===== src/rtl/sc_commit_if.sv =====
// Bundle of the SC commit unit's pipeline-side and store-bus-side signals.
// The master side is the core/bus environment; the slave side is sc_commit.
interface sc_commit_if #(
   parameter int ADDR_W = 32
);
   logic              flush;
   logic              ll_valid;
   logic [ADDR_W-1:0] ll_addr;
   logic              sc_valid;
   logic [ADDR_W-1:0] sc_addr;
   logic [31:0]       sc_wdata;
   logic              sc_ready;
   logic              snoop_valid;
   logic [ADDR_W-1:0] snoop_addr;
   logic              mem_req;
   logic [ADDR_W-1:0] mem_addr;
   logic [31:0]       mem_wdata;
   logic              mem_ack;
   logic              resp_valid;
   logic              resp_result;
   logic              resv_valid;

   modport master (
      output flush, ll_valid, ll_addr, sc_valid, sc_addr, sc_wdata,
             snoop_valid, snoop_addr, mem_ack,
      input  sc_ready, mem_req, mem_addr, mem_wdata, resp_valid,
             resp_result, resv_valid
   );

   modport slave (
      input  flush, ll_valid, ll_addr, sc_valid, sc_addr, sc_wdata,
             snoop_valid, snoop_addr, mem_ack,
      output sc_ready, mem_req, mem_addr, mem_wdata, resp_valid,
             resp_result, resv_valid
   );
endinterface


===== src/rtl/sc_commit.sv =====
// Store-conditional commit unit: tracks the LL reservation at granule
// resolution, issues the conditional store on the store bus when the
// reservation still holds, and reports the SC result as a one-cycle pulse.
module sc_commit #(
   parameter int ADDR_W   = 32,
   parameter int GRAN_LSB = 4
) (
   input  logic         clk,
   input  logic         rst,
   sc_commit_if.slave   sc_if
);

   localparam int TAG_W = ADDR_W - GRAN_LSB;

   typedef enum logic [1:0] {
      ST_IDLE     = 2'd0,
      ST_WAIT_ACK = 2'd1,
      ST_RESP     = 2'd2
   } state_t;

   state_t            state_q,       state_d;
   logic              resv_valid_q,  resv_valid_d;
   logic [TAG_W-1:0]  resv_tag_q,    resv_tag_d;
   logic              mem_req_q,     mem_req_d;
   logic [ADDR_W-1:0] mem_addr_q,    mem_addr_d;
   logic [31:0]       mem_wdata_q,   mem_wdata_d;
   logic              resp_valid_q,  resp_valid_d;
   logic              resp_result_q, resp_result_d;
   // Set when a flush hits an in-flight store: the store finishes but reports nothing.
   logic              kill_q,        kill_d;

   logic sc_ready_s;
   logic accept_s;
   logic sc_match_s;
   logic snoop_hit_s;
   logic unused_lsb_s;

   assign sc_ready_s  = (state_q == ST_IDLE) && !sc_if.flush;
   assign accept_s    = sc_if.sc_valid && sc_ready_s;
   assign sc_match_s  = resv_valid_q && (sc_if.sc_addr[ADDR_W-1:GRAN_LSB] == resv_tag_q);
   assign snoop_hit_s = sc_if.snoop_valid && (sc_if.snoop_addr[ADDR_W-1:GRAN_LSB] == resv_tag_q);

   // Offsets inside the granule never take part in the reservation compare.
   assign unused_lsb_s = ^{sc_if.ll_addr[GRAN_LSB-1:0], sc_if.snoop_addr[GRAN_LSB-1:0]};

   assign sc_if.sc_ready    = sc_ready_s;
   assign sc_if.mem_req     = mem_req_q;
   assign sc_if.mem_addr    = mem_addr_q;
   assign sc_if.mem_wdata   = mem_wdata_q;
   // A flush arriving while the response is up suppresses it in that same cycle.
   assign sc_if.resp_valid  = resp_valid_q && !sc_if.flush;
   assign sc_if.resp_result = resp_result_q;
   assign sc_if.resv_valid  = resv_valid_q;

   // SC sequencing: decide next state, store-bus request and response pulse.
   always_comb begin
      state_d       = state_q;
      mem_req_d     = 1'b0;
      mem_addr_d    = mem_addr_q;
      mem_wdata_d   = mem_wdata_q;
      resp_valid_d  = 1'b0;
      resp_result_d = resp_result_q;
      kill_d        = kill_q;

      case (state_q)
         ST_IDLE: begin
            kill_d = 1'b0;
            if (accept_s) begin
               if (sc_match_s) begin
                  state_d     = ST_WAIT_ACK;
                  mem_req_d   = 1'b1;
                  mem_addr_d  = sc_if.sc_addr;
                  mem_wdata_d = sc_if.sc_wdata;
               end else begin
                  state_d       = ST_RESP;
                  resp_valid_d  = 1'b1;
                  resp_result_d = 1'b0;
               end
            end else begin
               state_d = ST_IDLE;
            end
         end

         ST_WAIT_ACK: begin
            mem_req_d = 1'b1;
            if (sc_if.flush) begin
               kill_d = 1'b1;
            end else begin
               kill_d = kill_q;
            end
            if (sc_if.mem_ack) begin
               mem_req_d = 1'b0;
               if (kill_q || sc_if.flush) begin
                  state_d = ST_IDLE;
                  kill_d  = 1'b0;
               end else begin
                  state_d       = ST_RESP;
                  resp_valid_d  = 1'b1;
                  resp_result_d = 1'b1;
               end
            end else begin
               state_d = ST_WAIT_ACK;
            end
         end

         ST_RESP: begin
            state_d = ST_IDLE;
         end

         default: begin
            state_d = ST_IDLE;
            kill_d  = 1'b0;
         end
      endcase
   end

   // Reservation update: flush beats LL, LL beats snoop/SC clears.
   always_comb begin
      resv_valid_d = resv_valid_q;
      resv_tag_d   = resv_tag_q;
      if (sc_if.flush) begin
         resv_valid_d = 1'b0;
      end else if (sc_if.ll_valid) begin
         resv_valid_d = 1'b1;
         resv_tag_d   = sc_if.ll_addr[ADDR_W-1:GRAN_LSB];
      end else if (accept_s || snoop_hit_s) begin
         resv_valid_d = 1'b0;
      end else begin
         resv_valid_d = resv_valid_q;
      end
   end

   // State and output registers with synchronous reset.
   always_ff @(posedge clk) begin
      if (rst) begin
         state_q       <= ST_IDLE;
         resv_valid_q  <= 1'b0;
         resv_tag_q    <= '0;
         mem_req_q     <= 1'b0;
         mem_addr_q    <= '0;
         mem_wdata_q   <= 32'd0;
         resp_valid_q  <= 1'b0;
         resp_result_q <= 1'b0;
         kill_q        <= 1'b0;
      end else begin
         state_q       <= state_d;
         resv_valid_q  <= resv_valid_d;
         resv_tag_q    <= resv_tag_d;
         mem_req_q     <= mem_req_d;
         mem_addr_q    <= mem_addr_d;
         mem_wdata_q   <= mem_wdata_d;
         resp_valid_q  <= resp_valid_d;
         resp_result_q <= resp_result_d;
         kill_q        <= kill_d;
      end
   end

endmodule


===== src/flat_wrapper.sv =====
// flat-port wrapper written by rule: the top's interface ports become plain ports
module sc_commit_flat 
#(
   parameter int ADDR_W   = 32,
   parameter int GRAN_LSB = 4
)
  (clk, rst, sc_if_flush, sc_if_ll_valid, sc_if_ll_addr, sc_if_sc_valid, sc_if_sc_addr, sc_if_sc_wdata, sc_if_snoop_valid, sc_if_snoop_addr, sc_if_mem_ack, sc_if_sc_ready, sc_if_mem_req, sc_if_mem_addr, sc_if_mem_wdata, sc_if_resp_valid, sc_if_resp_result, sc_if_resv_valid);
  sc_commit_if #(.ADDR_W(ADDR_W)) sc_if_i ();
  input  logic clk;
  input  logic rst;
  input wire logic [$bits(sc_if_i.flush)-1:0] sc_if_flush;
  input wire logic [$bits(sc_if_i.ll_valid)-1:0] sc_if_ll_valid;
  input wire logic [$bits(sc_if_i.ll_addr)-1:0] sc_if_ll_addr;
  input wire logic [$bits(sc_if_i.sc_valid)-1:0] sc_if_sc_valid;
  input wire logic [$bits(sc_if_i.sc_addr)-1:0] sc_if_sc_addr;
  input wire logic [$bits(sc_if_i.sc_wdata)-1:0] sc_if_sc_wdata;
  input wire logic [$bits(sc_if_i.snoop_valid)-1:0] sc_if_snoop_valid;
  input wire logic [$bits(sc_if_i.snoop_addr)-1:0] sc_if_snoop_addr;
  input wire logic [$bits(sc_if_i.mem_ack)-1:0] sc_if_mem_ack;
  output wire logic [$bits(sc_if_i.sc_ready)-1:0] sc_if_sc_ready;
  output wire logic [$bits(sc_if_i.mem_req)-1:0] sc_if_mem_req;
  output wire logic [$bits(sc_if_i.mem_addr)-1:0] sc_if_mem_addr;
  output wire logic [$bits(sc_if_i.mem_wdata)-1:0] sc_if_mem_wdata;
  output wire logic [$bits(sc_if_i.resp_valid)-1:0] sc_if_resp_valid;
  output wire logic [$bits(sc_if_i.resp_result)-1:0] sc_if_resp_result;
  output wire logic [$bits(sc_if_i.resv_valid)-1:0] sc_if_resv_valid;
  assign sc_if_i.flush = sc_if_flush;
  assign sc_if_i.ll_valid = sc_if_ll_valid;
  assign sc_if_i.ll_addr = sc_if_ll_addr;
  assign sc_if_i.sc_valid = sc_if_sc_valid;
  assign sc_if_i.sc_addr = sc_if_sc_addr;
  assign sc_if_i.sc_wdata = sc_if_sc_wdata;
  assign sc_if_i.snoop_valid = sc_if_snoop_valid;
  assign sc_if_i.snoop_addr = sc_if_snoop_addr;
  assign sc_if_i.mem_ack = sc_if_mem_ack;
  assign sc_if_sc_ready = sc_if_i.sc_ready;
  assign sc_if_mem_req = sc_if_i.mem_req;
  assign sc_if_mem_addr = sc_if_i.mem_addr;
  assign sc_if_mem_wdata = sc_if_i.mem_wdata;
  assign sc_if_resp_valid = sc_if_i.resp_valid;
  assign sc_if_resp_result = sc_if_i.resp_result;
  assign sc_if_resv_valid = sc_if_i.resv_valid;
  sc_commit #(.ADDR_W(ADDR_W), .GRAN_LSB(GRAN_LSB)) u_core (.clk(clk), .rst(rst), .sc_if(sc_if_i));
endmodule

===== config.mk =====
export PLATFORM = sky130hd
export DESIGN_NAME = sc_commit_flat
export DESIGN_NICKNAME = d
export VERILOG_FILES = /design/src/rtl/sc_commit_if.sv /design/src/rtl/sc_commit.sv /design/src/flat_wrapper.sv
export SDC_FILE = /design/constraint.sdc
export NUM_CORES = 1
export LEC_CHECK = 0
export CAP_MARGIN = 15
export CORE_MARGIN = 2
export CORE_UTILIZATION = 43
export CTS_CLUSTER_DIAMETER = 50
export DETAILED_ROUTE_END_ITERATION = 8
export PLACE_DENSITY = 0.81
export SETUP_SLACK_MARGIN = 0.2
export SYNTH_ARGS = -nofsm -noshare
export SYNTH_HDL_FRONTEND = slang
export SYNTH_SLANG_ARGS = --single-unit

===== constraint.sdc =====
create_clock -name clk -period 2.88 [get_ports clk]
set_input_delay 0.864 -clock clk [delete_from_list [all_inputs] [get_ports clk]]
set_output_delay 0.864 -clock clk [all_outputs]
set_load 0.01 [all_outputs]

==> impl_metrics.py, run 1 <==
metrics = {
    "critical_path": {
        "timing.critical_path.buf_inv": 3,
        "critPathKind": "in2reg",
        "crit_slowest_cell": "clkdlybuf4s50_1",
        "worstSetupEndpointType": "flip-flop",
        "reg2reg_depth": 7,
        "r2r_end": "u_core.sc_if.mem_wdata[12]",
        "path_cells": "clkdlybuf4s50_1 -> nor2b_2 -> a2111oi_2 -> nand4_1 -> nor4_4 -> buf_6 -> buf_12 -> mux2i_1",
        "cp.arrival_ns": 2.94,
        "path_depth": 8,
        "critical_path_required_ns": 3.14,
        "cp-start-kind": "input port",
        "r2r_setup_slack_ns": 0.72,
        "critPathTopFamily": "buffers and inverters",
        "cp_max_fo": 12,
        "crit_end": "u_core.sc_if.mem_wdata[12]",
        "cpPeakStageDelay_ns": 0.46,
        "rr_startpoint": "u_core.resv_tag_q[19]",
        "worstSetupStartpoint": "sc_if_sc_addr[13]",
    },
    "synthesis": {
        "ys_types": 30,
        "yosys.area.top_type_share": 0.401,
        "synthTopCellsByCount": "nand2b_1 (129), dfxtp_1 (97), mux2i_1 (64), nand2_1 (59), xor2_1 (30)",
        "yosysTopAreaCell": "dfxtp_1",
        "synth_nets": 667,
        "synth_area_leaders": "dfxtp_1 (40%), nand2b_1 (17%), mux2i_1 (13%), xor2_1 (5.4%), nand2_1 (4.6%)",
        "yosysMostFrequentCell": "nand2b_1",
        "synthCells": 532,
        "synth_edf_count": 0,
        "synth_seq_cells": 97,
        "syn_area_um2": 4840,
        "ys_async_sr_fraction": 0,
        "synth_seq_area_share": 0.401,
        "ys.flop_type": "dfxtp_1",
        "yosys_warnings": 0,
        "syn_area_per_cell_um2": 9.10,
    },
    "pwr": {
        "p_per_area_nw_per_um2": 408,
        "peakVddDrop_mv": 0.272,
        "leakage_nw": 2.63,
    },
    "layout": {
        "syn_to_final_growth_pct": 50.7,
        "layout.nets": 861,
        "final_cells": 871,
        "num_antenna_cells": 0,
        "layout-drive-gt1-share": 0.0547,
        "design_area_um2": 7300,
    },
    "route": {
        "routed_via_density": 4.97,
        "vias": 4332,
        "dr.first_iter.drc_count": 248,
        "firstDrtPassIters": 4,
        "antenna_left": 0,
        "avgRoutedWirePerCell_um": 16.2,
        "drc_errors": 0,
        "wirelength_um": 14100,
    },
    "timing": {
        "final_max_slew_viol_count": 0,
        "rsz0062_at_grt": "yes",
        "fin_worst_skew_ns": 0.00576,
        "period_minus_slack_ns": 2.68,
        "fin_crit_sh": 0.930,
        "fmax_mhz": 373,
        "worstMarginPinSlew_ns": 0.738,
        "tns_ns": 0,
        "setup_viol": 0,
        "hold_ws_ns": 0.470,
        "relSlewSlack": 0.508,
        "hold_viol_final": 0,
    },
    "cts": {
        "insertion_delay_ns": 0.33,
        "cts_buffers": 9,
        "clk_path_buf_depth": 2,
        "cts_tree": "yes",
        "cts.sinks": 97,
        "hold_buffers": 0,
        "clk_pin_slew_ns": 0.07,
        "cts_htree_levels": 3,
        "clock-root-buffer": "clkbuf_16",
    },
    "global_routing": {
        "grt_start_max_net_pins": 102,
        "antenna_found_initial": 0,
        "grt_util_all_layers": 0.229,
        "grt.overflow.total": 0,
        "grt_pass1_vias": 4423,
        "grt_pass1_wl_um": 21500,
    },
    "floorplanning": {
        "die_y_um": 110,
        "die-area_um2": 12100,
        "ios": 204,
        "rows": 38,
        "die_w_um": 110,
        "initial_core_util": 0.443,
        "core_area_um2": 10900,
    },
    "place": {
        "dp.cells": 853,
        "place_congestion": 0.909,
        "post-dp-hpwl_um": 11100,
        "place_area_um2": 6940,
        "port_buffers": 195,
    },
    "worst_hold_path": {
        "holdPathStages": 2,
        "hold_path.class": "reg2reg",
    },
    "status": {
        "status": "finished, final reports clean",
    },
    "flow_run": {
        "maxCapViolations": 0,
    },
}
==> routing by layer <==
metal	track usage	up-vias	wire length, um	share of wire
met5	0	-	0	0
met4	0.0902	0	353	0.025
met3	0.0459	23	948	0.067
met2	0.411	165	6990	0.50
met1	0.267	2007	5820	0.41
li1	-	2137	-	-
==> placed cells by master, fill, tap and decap left out, types with 2 or more instances in the layout <==
| master | netlist | layout |
|---|---|---|
| nor2_1 | 6 | 6 |
| mux2i_1 | 64 | 64 |
| a21oi_1 | 28 | 28 |
| dlymetal6s2s_1 | 0 | 6 |
| clkbuf_16 | 0 | 10 |
| buf_4 | 1 | 13 |
| xor2_1 | 30 | 30 |
| xnor2_1 | 16 | 16 |
| clkbuf_1 | 23 | 3 |
| dfxtp_1 | 97 | 97 |
| nor4_1 | 15 | 15 |
| nand3_1 | 3 | 3 |
| nor2b_1 | 23 | 22 |
| nor3_1 | 8 | 7 |
| nand2_1 | 59 | 59 |
| o21a_1 | 2 | 2 |
| inv_1 | 3 | 3 |
| nand4_1 | 7 | 7 |
| clkdlybuf4s50_1 | 0 | 186 |
| buf_12 | 5 | 4 |
| nand2b_1 | 129 | 129 |
| buf_6 | 1 | 2 |
==> worst min-delay path by stage <==
stage | from | endpoint | slack (ns)
detailed placement | u_core.sc_if.mem_addr[21] | u_core.sc_if.mem_addr[21] | 0.46
finish | u_core.sc_if.mem_wdata[16] | u_core.sc_if.mem_wdata[16] | 0.47
CTS | u_core.sc_if.mem_wdata[16] | u_core.sc_if.mem_wdata[16] | 0.47
global route | u_core.sc_if.mem_addr[4] | u_core.sc_if.mem_addr[4] | 0.49
global placement | u_core.sc_if.mem_wdata[29] | u_core.sc_if.mem_wdata[29] | 0.46
floorplan | u_core.kill_q | u_core.kill_q | 0.45
==> power by group <==
part	total [W]	internal [W]	leakage, nW	switching [W]
combinational	0.000419	0.000259	1.70	0.000160
sequential	0.00139	0.00136	0.785	0.0000261
clock	0.00117	0.000678	0.141	0.000492
total	0.00298	0.00230	2.63	0.000679
==> stage by stage <==
step	utilization	worst slack (ns)	total power, W
after global placement	0.635	-0.115	0.00182
after global routing	0.667	0.0959	0.00308
after CTS	0.661	0.182	0.00300
final	0.667	0.201	0.00298
after detailed placement	0.635	-0.156	0.00183
after floorplan	-	0.534	0.00158
==> registers in the layout, indices dropped and copies added, names as in the netlist <==
| name | flops |
|---|---|
| u_core.sc_if.mem_addr | 32 |
| u_core.sc_if.mem_wdata | 32 |
| u_core.resv_tag_q | 28 |
| u_core.state_q | 2 |
| u_core.kill_q | 1 |
| u_core.sc_if.resp_result | 1 |
| u_core.sc_if.resv_valid | 1 |
==> layout make-up <==
class / instances / area (um^2)
clock buffers: 12 / 236
inverters: 3 / 11.3
repair buffers: 214 / 2180
multi-input cells: 401 / 2710
well taps: 140 / 175
flip-flops and latches: 97 / 1940
clock inverters: 4 / 52.6
fillers: 896 / 3640
==> kinds of logic (layout without fill, tap and decap cells) <==
group           Yosys count  in the layout  synth area share
mux                      64             64             0.132
xor+xnor                 46             46            0.0832
compound gates           35             35            0.0398
buf+inv                  34            233            0.0455
flops                    97             97             0.401
simple gates            256            256             0.298
==> tightest hold or removal path: stages, from the launching register on <==
cell      delay (ns)
dfxtp_1         0.31
nand2b_1        0.06
mux2i_1         0.05
==> repair_timing <==
action / CTS / global route
setup buffers: 0 / 1
gates resized for setup: 3 / 14
endpoints found under the hold margin: 0 / 0
endpoints found under the setup margin: 6 / 66
cloned: 0 / 1
pin swaps: 0 / 6
No activity file was read; power rests on OpenSTA's default activity.
==> run 2: changes to the inputs <==
--- a/config.mk
+++ b/config.mk
@@ -10,8 +10,9 @@
 export CORE_UTILIZATION = 43
 export CTS_CLUSTER_DIAMETER = 50
 export DETAILED_ROUTE_END_ITERATION = 8
-export PLACE_DENSITY = 0.81
+export PLACE_DENSITY_LB_ADDON = 0.05
 export SETUP_SLACK_MARGIN = 0.2
+export SLEW_MARGIN = 20
 export SYNTH_ARGS = -nofsm -noshare
 export SYNTH_HDL_FRONTEND = slang
 export SYNTH_SLANG_ARGS = --single-unit
==> run 2 against run 1 <==
Compared with the run above: sequential cell count unchanged; via count decreased by 0.95%; largest cell class unchanged; global-route usage fell by 1.5 points.
==> impl_metrics.py, run 2 (synthesis gave the netlist of run 1 again) <==
metrics = {
    "timing": {
        "fmax_mhz": 381,
        "period_minus_slack_ns": 2.62,
        "final_max_slew_viol_count": 0,
        "relSlewSlack": 0.480,
        "setup_viol": 0,
        "fin_crit_sh": 0.911,
        "worstMarginPinSlew_ns": 0.780,
        "hold_viol_final": 0,
        "tns_ns": 0,
        "fin_worst_skew_ns": 0.00475,
        "worst_slack_ns": 0.258,
        "rsz0062_at_grt": "no",
    },
    "layout": {
        "layout-drive-gt1-share": 0.0746,
        "multiInputGateArea_um2": 2760,
        "final_common_cell": "clkdlybuf4s50_1",
        "num_antenna_cells": 0,
        "syn_to_final_growth_pct": 57.7,
        "fillers": 906,
        "regArea_um2": 1940,
        "design_area_um2": 7640,
        "layout_common_cells": "clkdlybuf4s50_1 (173), nand2b_1 (129), dfxtp_1 (97)",
        "layout.nets": 867,
    },
    "cts": {
        "clk_pin_slew_ns": 0.07,
        "cts_tree": "yes",
        "hold_buffers": 0,
        "cts.sinks": 97,
        "cts_buffers": 9,
        "insertion_delay_ns": 0.34,
        "cts_htree_levels": 3,
        "clk_path_buf_depth": 2,
        "clock-root-buffer": "clkbuf_16",
    },
    "route": {
        "firstDrtPassIters": 4,
        "wl_met2_um": 7000,
        "drc_errors": 0,
        "antenna_left": 0,
        "avgRoutedWirePerCell_um": 15.6,
        "dr.first_iter.drc_count": 201,
        "wl_met1_um": 5650,
        "route.met3.wl_um": 790,
        "routed_via_density": 4.89,
        "wirelength_um": 13700,
        "vias": 4291,
        "routed.top_layer": "met4",
    },
    "global_routing": {
        "grt_start_max_net_pins": 104,
        "grt_pass1_wl_um": 20000,
        "antenna_found_initial": 0,
        "grt_pass1_vias": 4169,
        "grt.overflow.total": 0,
        "grt_util_all_layers": 0.215,
    },
    "place": {
        "place_ws_ns": -0.144,
        "port_buffers": 195,
        "place_congestion": 0.900,
        "post-dp-hpwl_um": 10200,
        "place_area_um2": 6970,
    },
    "critical_path": {
        "path_cells": "clkdlybuf4s50_1 -> nor2b_1 -> nor4_1 -> nand4_1 -> nor4_4 -> clkbuf_16 -> buf_12 -> buf_16 -> mux2i_1",
        "reg2reg_depth": 8,
        "r2r_setup_slack_ns": 0.76,
        "rr_startpoint": "u_core.resv_tag_q[15]",
        "worstSetupStartpoint": "sc_if_sc_addr[15]",
        "crit_slowest_cell": "clkdlybuf4s50_1",
        "cp.arrival_ns": 2.87,
        "critPathTopFamily": "buffers and inverters",
        "worstSetupEndpointType": "flip-flop",
        "cpPeakStageDelay_ns": 0.52,
        "cp_max_fo": 8,
        "critical_path_required_ns": 3.13,
        "crit_end": "u_core.sc_if.mem_addr[31]",
        "path_depth": 9,
        "cp-start-kind": "input port",
        "critPathKind": "in2reg",
        "timing.critical_path.buf_inv": 4,
        "r2r_end": "u_core.sc_if.mem_addr[31]",
    },
    "floorplanning": {
        "die-area_um2": 12100,
        "initial_core_util": 0.443,
        "rows": 38,
        "die_y_um": 110,
        "die_w_um": 110,
        "core_area_um2": 10900,
        "ios": 204,
    },
    "pwr": {
        "internal-power_w": 0.00249,
        "switching_share": 0.218,
        "p_clk_frac": 0.433,
        "leakage_nw": 2.87,
        "peakVddDrop_mv": 0.294,
        "comb_power_share": 0.132,
        "seqPwrFrac": 0.434,
        "p_sw_w": 0.000696,
        "p_per_area_nw_per_um2": 418,
    },
    "status": {
        "status": "finished, final reports clean",
    },
    "worst_hold_path": {
        "hold_path.class": "reg2reg",
    },
    "flow_run": {
        "maxCapViolations": 0,
    },
}
[run 2: cell types whose count changed in the layout (fill, tap and decap cells not counted), moves of 3 or more]
cell,previous run,this run
clkdlybuf4s50_1,186,173
dlymetal6s2s_1,6,18
clkbuf_16,10,15
buf_4,13,10
xnor2_1,16,13
xnor2_2,0,3
[run 2: final cells by class]
| cell class | count | area share |
|---|---|---|
| tap | 140 | 0.0229 |
| timing repair buffer | 220 | 0.315 |
| clock buffer | 11 | 0.0318 |
| sequential | 97 | 0.254 |
| inverter | 3 | 0.00147 |
| clock inverter | 5 | 0.0134 |
| multi-input combinational | 401 | 0.361 |
[run 2: layer usage]
layer / track usage / vias up
li1: - / 2151
met1: 0.257 / 1986
met2: 0.380 / 136
met3: 0.0353 / 18
met4: 0.0893 / 0
met5: 0 / -
[run 2: per-stage QoR]
step,total power [W],hold WS (ns),util,std cells
4_1_cts,0.00321,0.477,0.670,867
5_1_grt,0.00330,0.492,0.698,877
2_1_floorplan,0.00158,0.454,-,532
3_3_place_gp,0.00182,0.456,0.638,850
3_5_place_dp,0.00183,0.461,0.638,850
6_report,0.00319,0.471,0.698,877
[run 2: how the worst min path moves through the flow]
stage,slack [ns],start,cells after the start,end
6_report,0.47,u_core.sc_if.mem_wdata[10],2,u_core.sc_if.mem_wdata[10]
5_1_grt,0.49,u_core.sc_if.mem_addr[23],2,u_core.sc_if.mem_addr[23]
4_1_cts,0.48,u_core.sc_if.mem_wdata[10],2,u_core.sc_if.mem_wdata[10]
3_5_place_dp,0.46,u_core.sc_if.mem_addr[31],2,u_core.sc_if.mem_addr[31]
3_3_place_gp,0.46,u_core.sc_if.mem_wdata[11],2,u_core.sc_if.mem_wdata[11]
2_1_floorplan,0.45,u_core.kill_q,2,u_core.kill_q
[run 2: worst register-to-register path, cell delays in order (launching register included)]
cell	delay, ns
dfxtp_1	0.36
nor2b_1	0.18
a2111oi_2	0.28
nand4_1	0.18
nor4_4	0.32
clkbuf_16	0.18
buf_12	0.15
buf_16	0.14
mux2i_1	0.23
[run 2: repair_timing]
action                     4_1_cts  5_1_grt
pin swaps                        1       16
setup endpoints to repair        4       52
buffers inserted                 1        4
resized for setup                5       34
gates cloned                     0        6
[run 2: power by group through the flow]
stage / combinational, W / clock, W / sequential [W]
final: 0.000422 / 0.00138 / 0.00139
after global routing: 0.000456 / 0.00146 / 0.00139
after global placement: 0.000411 / 0 / 0.00141
after detailed placement: 0.000417 / 0 / 0.00141
after CTS: 0.000420 / 0.00141 / 0.00138
after floorplan: 0.000174 / 0 / 0.00141
